### config.mk
export PLATFORM = sky130hd
export DESIGN_NAME = pipeid_flat
export DESIGN_NICKNAME = d
export VERILOG_FILES = /design/src/rtl/pipeid_pkg.sv /design/src/rtl/pipeid_if.sv /design/src/rtl/pipeid_regfile.sv /design/src/rtl/pipeid.sv /design/src/flat_wrapper.sv
export SDC_FILE = /design/constraint.sdc
export NUM_CORES = 2
export LEC_CHECK = 0
export BUFFER_PORTS_ARGS = -buffer_cell sky130_fd_sc_hd__buf_4
export CAP_MARGIN = 20
export CORE_MARGIN = 2
export CORE_UTILIZATION = 62
export DETAILED_ROUTE_END_ITERATION = 7
export PLACE_DENSITY_LB_ADDON = 0.05
export SYNTH_ARGS = -nofsm -noshare
export SYNTH_HDL_FRONTEND = slang
export SYNTH_SLANG_ARGS = --single-unit
### constraint.sdc
create_clock -name clk -period 4.65 [get_ports clk]
set_input_delay 0.93 -clock clk [delete_from_list [all_inputs] [get_ports clk]]
set_output_delay 0.93 -clock clk [all_outputs]
set_load 0.01 [all_outputs]
### src/rtl/pipeid_pkg.sv
// Shared decode constants for the ID stage: opcodes, funct codes, ALU ops, PC and forward selects.
// No logic; a single helper picks the EXE/MEM forwarding source for one operand.
// Backpressure: n/a.
package pipeid_pkg;

    localparam logic [5:0] OP_RTYPE = 6'b000000;
    localparam logic [5:0] OP_ADDI  = 6'b001000;
    localparam logic [5:0] OP_ANDI  = 6'b001100;
    localparam logic [5:0] OP_ORI   = 6'b001101;
    localparam logic [5:0] OP_XORI  = 6'b001110;
    localparam logic [5:0] OP_LW    = 6'b100011;
    localparam logic [5:0] OP_SW    = 6'b101011;
    localparam logic [5:0] OP_BEQ   = 6'b000100;
    localparam logic [5:0] OP_BNE   = 6'b000101;
    localparam logic [5:0] OP_LUI   = 6'b001111;
    localparam logic [5:0] OP_J     = 6'b000010;
    localparam logic [5:0] OP_JAL   = 6'b000011;

    localparam logic [5:0] FN_ADD = 6'b100000;
    localparam logic [5:0] FN_SUB = 6'b100010;
    localparam logic [5:0] FN_AND = 6'b100100;
    localparam logic [5:0] FN_OR  = 6'b100101;
    localparam logic [5:0] FN_XOR = 6'b100110;
    localparam logic [5:0] FN_SLL = 6'b000000;
    localparam logic [5:0] FN_SRL = 6'b000010;
    localparam logic [5:0] FN_SRA = 6'b000011;
    localparam logic [5:0] FN_JR  = 6'b001000;

    typedef enum logic [4:0] {
        ALU_ADD = 5'b00000,
        ALU_SUB = 5'b00001,
        ALU_AND = 5'b00010,
        ALU_OR  = 5'b00011,
        ALU_XOR = 5'b00100,
        ALU_LUI = 5'b00101,
        ALU_SLL = 5'b00110,
        ALU_SRL = 5'b00111,
        ALU_SRA = 5'b01000
    } aluc_e;

    typedef enum logic [1:0] {
        PC_PC4 = 2'b00,
        PC_BR  = 2'b01,
        PC_JR  = 2'b10,
        PC_JMP = 2'b11
    } pcsrc_e;

    typedef enum logic [1:0] {
        FWD_REG = 2'b00,
        FWD_EXE = 2'b01,
        FWD_MEM = 2'b10
    } fwd_e;

    // A load in EXE has no result yet, so it never forwards from EXE; load_depen stalls instead.
    function automatic fwd_e fwd_sel(input logic ewreg, input logic em2reg, input logic [4:0] ern,
                                     input logic mwreg, input logic [4:0] mrn, input logic [4:0] src);
        if (ewreg && ern != 5'd0 && ern == src && !em2reg)
            return FWD_EXE;
        else if (mwreg && mrn != 5'd0 && mrn == src)
            return FWD_MEM;
        else
            return FWD_REG;
    endfunction

endpackage

### src/rtl/pipeid_if.sv
// ID-stage bundle: IF/ID and WB/EXE/MEM inputs in, ID/EXE controls and operands out.
// Combinational across the bundle; the register file is the only state behind it.
// Backpressure: none on the bundle; load_depen is the stall indication.
interface pipeid_if;
    logic [31:0] dpc4;
    logic [31:0] inst;
    logic [4:0]  wrn;
    logic [31:0] wdi;
    logic        wwreg;
    logic        rsrtequ;
    logic        em2reg;
    logic [4:0]  ern;
    logic        ewreg;
    logic        mwreg;
    logic [4:0]  mrn;

    logic [31:0] bpc;
    logic [31:0] jpc;
    logic [1:0]  pcsource;
    logic        wreg;
    logic        m2reg;
    logic        wmem;
    logic [4:0]  aluc;
    logic        aluimm;
    logic [31:0] a;
    logic [31:0] b;
    logic [31:0] imm;
    logic [4:0]  rn;
    logic        shift;
    logic        jal;
    logic        load_depen;
    logic [1:0]  a_depen;
    logic [1:0]  b_depen;

    modport master (
        output dpc4, inst, wrn, wdi, wwreg, rsrtequ, em2reg, ern, ewreg, mwreg, mrn,
        input  bpc, jpc, pcsource, wreg, m2reg, wmem, aluc, aluimm, a, b, imm, rn,
               shift, jal, load_depen, a_depen, b_depen
    );

    modport slave (
        input  dpc4, inst, wrn, wdi, wwreg, rsrtequ, em2reg, ern, ewreg, mwreg, mrn,
        output bpc, jpc, pcsource, wreg, m2reg, wmem, aluc, aluimm, a, b, imm, rn,
               shift, jal, load_depen, a_depen, b_depen
    );
endinterface

### src/rtl/pipeid_regfile.sv
// 32x32 register file, two read ports, one write port, r0 hard zero, write-through bypass.
// Reads are combinational; writes land on the rising edge of clk.
// Backpressure: none; reads return 0 while clrn is high.
module pipeid_regfile (
    input  logic        clk,
    input  logic        clrn,
    input  logic [4:0]  rna,
    input  logic [4:0]  rnb,
    input  logic [4:0]  wn,
    input  logic [31:0] d,
    input  logic        we,
    output logic [31:0] qa,
    output logic [31:0] qb
);
    logic [31:0] regs [32];
    logic        wr_en;

    assign wr_en = we && (wn != 5'd0);

    always_ff @(posedge clk) begin
        if (clrn) begin
            for (int i = 0; i < 32; i++)
                regs[i] <= '0;
        end else if (wr_en) begin
            regs[wn] <= d;
        end
    end

    // WB result written this cycle is visible to ID in the same cycle.
    assign qa = clrn                      ? '0 :
                (wr_en && wn == rna)      ? d  :
                (rna == 5'd0)             ? '0 : regs[rna];
    assign qb = clrn                      ? '0 :
                (wr_en && wn == rnb)      ? d  :
                (rnb == 5'd0)             ? '0 : regs[rnb];
endmodule

### src/rtl/pipeid.sv
// MIPS ID stage: decode, register read, branch/jump targets, load-use stall and forward selects.
// Zero-cycle combinational path from inst to all outputs; register file writes on clk.
// Backpressure: load_depen turns the current instruction into a bubble; IF/ID hold is external.
module pipeid
    import pipeid_pkg::*;
(
    input  logic     clk,
    input  logic     clrn,
    pipeid_if.slave  p
);
    logic [5:0] op, fn;
    logic [4:0] rs, rt, rd;

    assign op = p.inst[31:26];
    assign fn = p.inst[5:0];
    assign rs = p.inst[25:21];
    assign rt = p.inst[20:16];
    assign rd = p.inst[15:11];

    logic r_type;
    logic i_add, i_sub, i_and, i_or, i_xor, i_sll, i_srl, i_sra, i_jr;
    logic i_addi, i_andi, i_ori, i_xori, i_lw, i_sw, i_beq, i_bne, i_lui, i_j, i_jal;

    assign r_type = (op == OP_RTYPE);
    assign i_add  = r_type && fn == FN_ADD;
    assign i_sub  = r_type && fn == FN_SUB;
    assign i_and  = r_type && fn == FN_AND;
    assign i_or   = r_type && fn == FN_OR;
    assign i_xor  = r_type && fn == FN_XOR;
    assign i_sll  = r_type && fn == FN_SLL;
    assign i_srl  = r_type && fn == FN_SRL;
    assign i_sra  = r_type && fn == FN_SRA;
    assign i_jr   = r_type && fn == FN_JR;
    assign i_addi = (op == OP_ADDI);
    assign i_andi = (op == OP_ANDI);
    assign i_ori  = (op == OP_ORI);
    assign i_xori = (op == OP_XORI);
    assign i_lw   = (op == OP_LW);
    assign i_sw   = (op == OP_SW);
    assign i_beq  = (op == OP_BEQ);
    assign i_bne  = (op == OP_BNE);
    assign i_lui  = (op == OP_LUI);
    assign i_j    = (op == OP_J);
    assign i_jal  = (op == OP_JAL);

    logic r_alu, r_shift, i_logic_imm;
    logic wreg_raw, uses_rs, uses_rt, stall;
    aluc_e  aluc;
    pcsrc_e pcsrc_raw;

    assign r_alu       = i_add | i_sub | i_and | i_or | i_xor;
    assign r_shift     = i_sll | i_srl | i_sra;
    assign i_logic_imm = i_andi | i_ori | i_xori;

    assign wreg_raw = r_alu | r_shift | i_addi | i_logic_imm | i_lw | i_lui | i_jal;
    assign uses_rs  = r_alu | i_jr | i_addi | i_logic_imm | i_lw | i_sw | i_beq | i_bne;
    assign uses_rt  = r_alu | r_shift | i_sw | i_beq | i_bne;

    always_comb begin
        aluc = ALU_ADD;
        if (i_sub)                         aluc = ALU_SUB;
        else if (i_and || i_andi)          aluc = ALU_AND;
        else if (i_or  || i_ori)           aluc = ALU_OR;
        else if (i_xor || i_xori)          aluc = ALU_XOR;
        else if (i_lui)                    aluc = ALU_LUI;
        else if (i_sll)                    aluc = ALU_SLL;
        else if (i_srl)                    aluc = ALU_SRL;
        else if (i_sra)                    aluc = ALU_SRA;
    end

    always_comb begin
        pcsrc_raw = PC_PC4;
        if ((i_beq && p.rsrtequ) || (i_bne && !p.rsrtequ)) pcsrc_raw = PC_BR;
        else if (i_jr)                                     pcsrc_raw = PC_JR;
        else if (i_j || i_jal)                             pcsrc_raw = PC_JMP;
    end

    assign stall = p.ewreg && p.em2reg && (p.ern != 5'd0) &&
                   ((p.ern == rs && uses_rs) || (p.ern == rt && uses_rt));

    // A stalled instruction must not commit state or redirect fetch.
    assign p.load_depen = stall;
    assign p.wreg       = wreg_raw && !stall;
    assign p.wmem       = i_sw && !stall;
    assign p.pcsource   = stall ? PC_PC4 : pcsrc_raw;
    assign p.m2reg      = i_lw;
    assign p.aluimm     = i_addi | i_logic_imm | i_lw | i_sw | i_lui;
    assign p.shift      = r_shift;
    assign p.jal        = i_jal;
    assign p.aluc       = aluc;

    logic [31:0] imm_sext;
    assign imm_sext = {{16{p.inst[15]}}, p.inst[15:0]};

    assign p.imm = i_logic_imm ? {16'h0000, p.inst[15:0]} : imm_sext;
    assign p.bpc = p.dpc4 + {imm_sext[29:0], 2'b00};
    assign p.jpc = {p.dpc4[31:28], p.inst[25:0], 2'b00};
    assign p.rn  = i_jal ? 5'd31 : (r_type ? rd : rt);

    assign p.a_depen = fwd_sel(p.ewreg, p.em2reg, p.ern, p.mwreg, p.mrn, rs);
    assign p.b_depen = fwd_sel(p.ewreg, p.em2reg, p.ern, p.mwreg, p.mrn, rt);

    pipeid_regfile u_regfile (
        .clk  (clk),
        .clrn (clrn),
        .rna  (rs),
        .rnb  (rt),
        .wn   (p.wrn),
        .d    (p.wdi),
        .we   (p.wwreg),
        .qa   (p.a),
        .qb   (p.b)
    );
endmodule

### src/flat_wrapper.sv
// flat-port wrapper written by rule: the top's interface ports become plain ports
module pipeid_flat import pipeid_pkg::*;
  (clk, clrn, p_dpc4, p_inst, p_wrn, p_wdi, p_wwreg, p_rsrtequ, p_em2reg, p_ern, p_ewreg, p_mwreg, p_mrn, p_bpc, p_jpc, p_pcsource, p_wreg, p_m2reg, p_wmem, p_aluc, p_aluimm, p_a, p_b, p_imm, p_rn, p_shift, p_jal, p_load_depen, p_a_depen, p_b_depen);
  pipeid_if p_i ();
  input  logic clk;
  input  logic clrn;
  input wire logic [$bits(p_i.dpc4)-1:0] p_dpc4;
  input wire logic [$bits(p_i.inst)-1:0] p_inst;
  input wire logic [$bits(p_i.wrn)-1:0] p_wrn;
  input wire logic [$bits(p_i.wdi)-1:0] p_wdi;
  input wire logic [$bits(p_i.wwreg)-1:0] p_wwreg;
  input wire logic [$bits(p_i.rsrtequ)-1:0] p_rsrtequ;
  input wire logic [$bits(p_i.em2reg)-1:0] p_em2reg;
  input wire logic [$bits(p_i.ern)-1:0] p_ern;
  input wire logic [$bits(p_i.ewreg)-1:0] p_ewreg;
  input wire logic [$bits(p_i.mwreg)-1:0] p_mwreg;
  input wire logic [$bits(p_i.mrn)-1:0] p_mrn;
  output wire logic [$bits(p_i.bpc)-1:0] p_bpc;
  output wire logic [$bits(p_i.jpc)-1:0] p_jpc;
  output wire logic [$bits(p_i.pcsource)-1:0] p_pcsource;
  output wire logic [$bits(p_i.wreg)-1:0] p_wreg;
  output wire logic [$bits(p_i.m2reg)-1:0] p_m2reg;
  output wire logic [$bits(p_i.wmem)-1:0] p_wmem;
  output wire logic [$bits(p_i.aluc)-1:0] p_aluc;
  output wire logic [$bits(p_i.aluimm)-1:0] p_aluimm;
  output wire logic [$bits(p_i.a)-1:0] p_a;
  output wire logic [$bits(p_i.b)-1:0] p_b;
  output wire logic [$bits(p_i.imm)-1:0] p_imm;
  output wire logic [$bits(p_i.rn)-1:0] p_rn;
  output wire logic [$bits(p_i.shift)-1:0] p_shift;
  output wire logic [$bits(p_i.jal)-1:0] p_jal;
  output wire logic [$bits(p_i.load_depen)-1:0] p_load_depen;
  output wire logic [$bits(p_i.a_depen)-1:0] p_a_depen;
  output wire logic [$bits(p_i.b_depen)-1:0] p_b_depen;
  assign p_i.dpc4 = p_dpc4;
  assign p_i.inst = p_inst;
  assign p_i.wrn = p_wrn;
  assign p_i.wdi = p_wdi;
  assign p_i.wwreg = p_wwreg;
  assign p_i.rsrtequ = p_rsrtequ;
  assign p_i.em2reg = p_em2reg;
  assign p_i.ern = p_ern;
  assign p_i.ewreg = p_ewreg;
  assign p_i.mwreg = p_mwreg;
  assign p_i.mrn = p_mrn;
  assign p_bpc = p_i.bpc;
  assign p_jpc = p_i.jpc;
  assign p_pcsource = p_i.pcsource;
  assign p_wreg = p_i.wreg;
  assign p_m2reg = p_i.m2reg;
  assign p_wmem = p_i.wmem;
  assign p_aluc = p_i.aluc;
  assign p_aluimm = p_i.aluimm;
  assign p_a = p_i.a;
  assign p_b = p_i.b;
  assign p_imm = p_i.imm;
  assign p_rn = p_i.rn;
  assign p_shift = p_i.shift;
  assign p_jal = p_i.jal;
  assign p_load_depen = p_i.load_depen;
  assign p_a_depen = p_i.a_depen;
  assign p_b_depen = p_i.b_depen;
  pipeid u_core (.clk(clk), .clrn(clrn), .p(p_i));
endmodule
=== Word-level counts from Yosys, hierarchy flattened ===
Memory sizes are Yosys's and may differ from the RTL's.
Index checks and enable logic that the tools add are counted.
Widths: inputs -> output; s select.

* Bits in writable memories: 1024
* Output and inout port bits: 183
* Register bits after elaboration: 0
* Word-level logic and storage cells: 134
* Memories kept: 1

* Equal/unequal tests: 25
* Multiplexer cells: 33
* Add/sub/neg operators: 1
* Reduce and logical (&&, ||, !) cells: 46
* Bitwise logic cells: 28

{| class="wikitable"
|+ Memories
! memory !! depth !! width !! read ports !! clocked after Yosys merged registers in !! write ports !! RTL line !! source
|-
| u_core.u_regfile.regs || 32 || 32 || 2 || 0 || 32 || pipeid_regfile.sv:15 || <nowiki>logic [31:0] regs [32];</nowiki>
|}

{| class="wikitable"
|+ Operators with widths
! cell !! count
|-
| $mux 32 || 8
|-
| $mux 5 || 10
|-
| $eq 6x6->1 const B || 7
|-
| $eq 6x4->1 const B || 6
|-
| $add 32x32->32 || 1
|-
| $reduce_or 32->1 || 1
|-
| $eq 5x5->1 || 6
|-
| $logic_and 1x1->1 || 29
|-
| $or 1x1->1 || 28
|-
| $eq 6x2->1 const B || 4
|-
| $mux 2 || 8
|-
| $reduce_bool 5->1 || 3
|-
| $eq 6x3->1 const B || 2
|-
| $logic_not 6->1 || 2
|-
| $logic_not 5->1 || 2
|-
| $logic_or 1x1->1 || 6
|-
| $mux 1 || 6
|-
| $mux 4 || 1
|-
| $logic_not 1->1 || 3
|}

=== Longest topological paths before layout ===
* Word-level depth: 18
* Mapped depth: 12

=== Cells and area by module ===
From an unflattened synthesis, not the netlist that was laid out.

* Cells, all modules: 3807
* Area, all modules: 57209.9 µm²

{| class="wikitable"
|+ By module, submodules not included
! module !! cells an instance !! sequential area each (µm²) !! times used !! area each (µm²)
|-
| pipeid_regfile || 3411 || 30749.5 || 1 || 54471.0
|-
| pipeid || 396 || 0.0 || 1 || 2738.9
|}

=== Worst setup path after synthesis ===
OpenSTA, ideal clock, no wires.

* Path type: input-to-output
* Start point: in p_inst[0]
* End point: out p_bpc[30]
* Path buffers: 0
* Data arrival time: 3068 ps
* Setup slack: 652 ps
* Stages on the path: 12
* Cells stage by stage: ha_1 -> inv_1 -> fa_1 -> nor2b_1 -> o21a_1 -> o21ai_1 -> a21oi_1 -> o211ai_1 -> a21oi_1 -> nor4_2 -> o41ai_1 -> xor2_1

* Cells in the longest elaborated chain, start to end: 1

{| class="wikitable"
|+ Ends and longest elaborated chain
! element !! RTL line !! source
|-
| start, declared || flat_wrapper.sv:8 || <nowiki>input wire logic [$bits(p_i.inst)-1:0] p_inst;</nowiki>
|-
| $add 32x32->32 || pipeid.sv:96 || <nowiki>assign p.bpc = p.dpc4 + {imm_sext[29:0], 2'b00};</nowiki>
|-
| end, declared || flat_wrapper.sv:18 || <nowiki>output wire logic [$bits(p_i.bpc)-1:0] p_bpc;</nowiki>
|}

No other way between the ends.

=== Final worst setup path ===
Same ends and word-level chain as after synthesis.

==> run_results.csv <==
group,metric,value,unit
run_status,outcome,"finished clean",
floorplanning,coreArea,91660,µm²
sta,max_freq,228.1,MHz
cts,clock-sinks,1024,
detailed_routing,top_layer,"met5",
power,p_seq_share,46.9,%
sta,finalHoldViolations,0,
global_route,grt_start_max_net_pins,50,
detailed_routing,drtIter0Drc,6360,
cells_and_area,nNetsFinal,4030,
place,place_area,61560,µm²
cts,htreeDepth,3,
floorplanning,io-pin-count,301,
cts,cts_buffer_depth,3,
power,p_total,23.31,mW
logic_synthesis,synth-edff-count,1024,
detailed_routing,wl_met1,62620,µm
global_route,grt_pass1_vias,38290,
logic_synthesis,ys_warn_count,0,
cts,numCtsBuffers,110,
sta,maxSlewHeadroom,32.21,%
global_route,grt.total_usage,41.41,%
logic_synthesis,synthArstFlopShare,0,%
sta,finalCritPeriodShare,94.30,%
logic_synthesis,yosys_most_used_dff,"edfxtp_1",
floorplanning,chipWidth,308.2,µm
logic_synthesis,synth_common_cells,"edfxtp_1, and2_1, mux4_2",
power,p_sw,5.779,mW
detailed_routing,dr_total_vias,37700,
cells_and_area,multiInputGateArea,24910,µm²
place,place_congestion,0.8891,
floorplanning,start_util,62.59,%
detailed_routing,post_drt_wl_per_cell,37.30,µm
power,cellPowerDensity,357.3,nW/µm²
power,ir_drop,0.3231,mV
global_route,grt_overflow,0,
detailed_routing,met2WireLength,89600,µm
worst_setup_path,setup.worst_path.start_class,"input port",
cells_and_area,drive_gt1_share,33.78,%
floorplanning,dieArea,94990,µm²
place,portBuffers,293,
cells_and_area,seq_area,30750,µm²
power,total_leakage_power,22.99,nW
logic_synthesis,synth_seq_cells,1024,
worst_setup_path,end_kind,"output port",
flow_run,maxCapViolCount,0,
power,intPower,17.53,mW
power,p_comb_share,14.6,%
sta,max_slew.worst_pin.slew,1017,ps
global_route,grt_pass1_wl,272600,µm
power,pwr-share-clk,38.5,%
worst_setup_path,crit_start,"p_inst[0]",
logic_synthesis,yosysTopAreaCell,"edfxtp_1",
cts,path_clk_slew,60,ps
worst_setup_path,required,3720,ps
global_route,antenna_found_initial,20,
cts,tritoncts,"built",
power,switching_share,24.79,%
detailed_routing,routed_wl,192800,µm
logic_synthesis,synth.yosys.seq_area_share,53.59,%
worst_setup_path,critical_path.endpoint,"p_bpc[30]",
place,dpl.hpwl,110100,µm
hold_path,hp-class,"input port to register",
sta,setup_viol,0,
detailed_routing,ant_nets,0,
cells_and_area,syn2layout_area_growth,13.70,%
cells_and_area,design_area,65240,µm²
sta,min_period,4385,ps
cts,clockRootBuffer,"clkbuf_16",
logic_synthesis,yosys-top-cells-area,"edfxtp_1, mux4_2, and2_1, clkbuf_1, mux2i_1",
floorplanning,die_h,308.2,µm
detailed_routing,drc,0,
detailed_routing,via_per_inst,7.296,
cells_and_area,largest_reg_flops,1024,
sta,rsz0062_at_grt,"false",
worst_setup_path,path_max_fanout,3,
detailed_routing,wl_met3,28550,µm
logic_synthesis,yosysTopAreaCellShare,53.59,%
logic_synthesis,netlist_instances,3713,
cells_and_area,fillers,5828,
logic_synthesis,yosysMostFrequentCell,"edfxtp_1",
logic_synthesis,yosys.cell_types.count,58,
detailed_routing,firstDrtPassIters,6,
sta,finalSetupTns,0,ps
worst_setup_path,arrival,3450,ps
cells_and_area,regMostFlops,"u_core.u_regfile.regs",
logic_synthesis,synth_area_per_cell,15.45,µm²
floorplanning,rows,111,
cells_and_area,post-route-util,71.17,%
cts,ctsHoldBuffers,0,
worst_setup_path,critPathKind,"input port to output port",
sta,drv_slew,0,
logic_synthesis,synth_area,57380,µm²
cells_and_area,reg_top3,"u_core.u_regfile.regs (1024)",
[worst min path at each step]
stage	start	endpoint	slack, ps	cells past startpoint
finish	p_wdi[2]	u_core.u_regfile.regs[12][2]	730	2
global route	clrn	u_core.u_regfile.regs[0][13]	750	1
CTS	p_wdi[11]	u_core.u_regfile.regs[31][11]	710	2
detailed placement	p_wdi[27]	u_core.u_regfile.regs[4][27]	1440	2
global placement	p_wdi[14]	u_core.u_regfile.regs[20][14]	1420	2
floorplan	p_wdi[31]	u_core.u_regfile.regs[1][31]	1130	1
[power by group through the flow]
stage | registers [mW] | clock network, mW | logic (mW)
4_1_cts | 10.9 | 8.98 | 3.35
3_5_place_dp | 11.1 | 0 | 3.34
2_1_floorplan | 11.0 | 0 | 2.08
6_report | 10.9 | 8.98 | 3.40
5_1_grt | 11.0 | 9.32 | 3.51
3_3_place_gp | 11.0 | 0 | 3.29
[cell type report]
| cell class | count | share of cell area (%) |
|---|---|---|
| Clock buffer | 134 | 4.455 |
| Sequential cell | 1024 | 47.14 |
| Tap cell | 1186 | 2.275 |
| Antenna cell | 12 | 0.04603 |
| Timing Repair Buffer | 468 | 6.709 |
| Multi-Input combinational cell | 2265 | 38.19 |
| Clock inverter | 66 | 1.116 |
| Inverter | 13 | 0.07480 |
[cells in the final DEF (no fill, tap or decap), types with 4 or more instances in the layout]
master      instances
edfxtp_1         1024
and2_1            994
mux4_2            640
buf_4             396
clkbuf_16         113
nand2_1           102
mux2i_1            69
buf_12             66
o21ai_1            64
nor2_1             35
conb_1             35
xor2_1             32
a21oi_1            31
nor2_4             31
or2_2              31
ha_1               29
xnor2_1            27
clkinv_1           25
clkbuf_1           21
nor3_1             17
o21ai_0            16
bufinv_16          15
nand3_1            14
inv_1              13
clkinv_2           13
diode_2            12
a21o_1             11
clkinvlp_4          8
nor2b_1             7
o21a_1              6
nor4_1              6
or4_1               5
nand3b_1            5
nand4_1             4
o21bai_1            4
a211oi_1            4
o22ai_1             4
buf_8               4
[logic make-up (layout without fill, tap and decap cells)]
group / count (synthesis) / after routing / share of synthesized area [%]
DFF: 1024 / 1024 / 53.59
and+or+nand+nor: 1263 / 1263 / 13.02
xor gates and xnor gates: 59 / 59 / 0.9006
adders and majority gates: 30 / 30 / 0.6673
muxes: 709 / 709 / 26.33
other: 1 / 47 / 0.006536
AOI/OAI and AO/OA: 169 / 169 / 1.801
buffers and inverters: 458 / 681 / 3.688
[routing by layer]
metal	GRT usage (%)	up-vias
met3	11.41	695
met4	22.43	4
met1	54.27	19050
met2	63.71	3417
li1	-	14540
met5	0	-
[what timing repair did]
item / 4_1_cts / 5_1_grt
endpoints found under the setup margin: 0 / 1
gates resized for setup: 0 / 2
endpoints found under the hold margin: 0 / 0
setup buffers: 0 / 0
[through the flow]
step,hold slack [ps],worst slack (ps),std cells
final,729.4,265.0,5168
after global routing,747.3,39.73,5156
after detailed placement,1439,160.5,4956
after global placement,1420,166.4,4956
after CTS,706.9,153.8,5156
after floorplan,1128,652.3,3747
[critical path: stages]
cell and delay (ps):
buf_4 90, ha_1 210, inv_1 80, fa_1 400, nor2b_1 130, o21a_1 150
o21ai_1 100, a21oi_2 200, o211ai_1 150, a21oi_2 240, nor4_2 100, o41ai_1 310
xor2_1 220, buf_4 150
No activity file was read; power rests on OpenSTA's default activity.
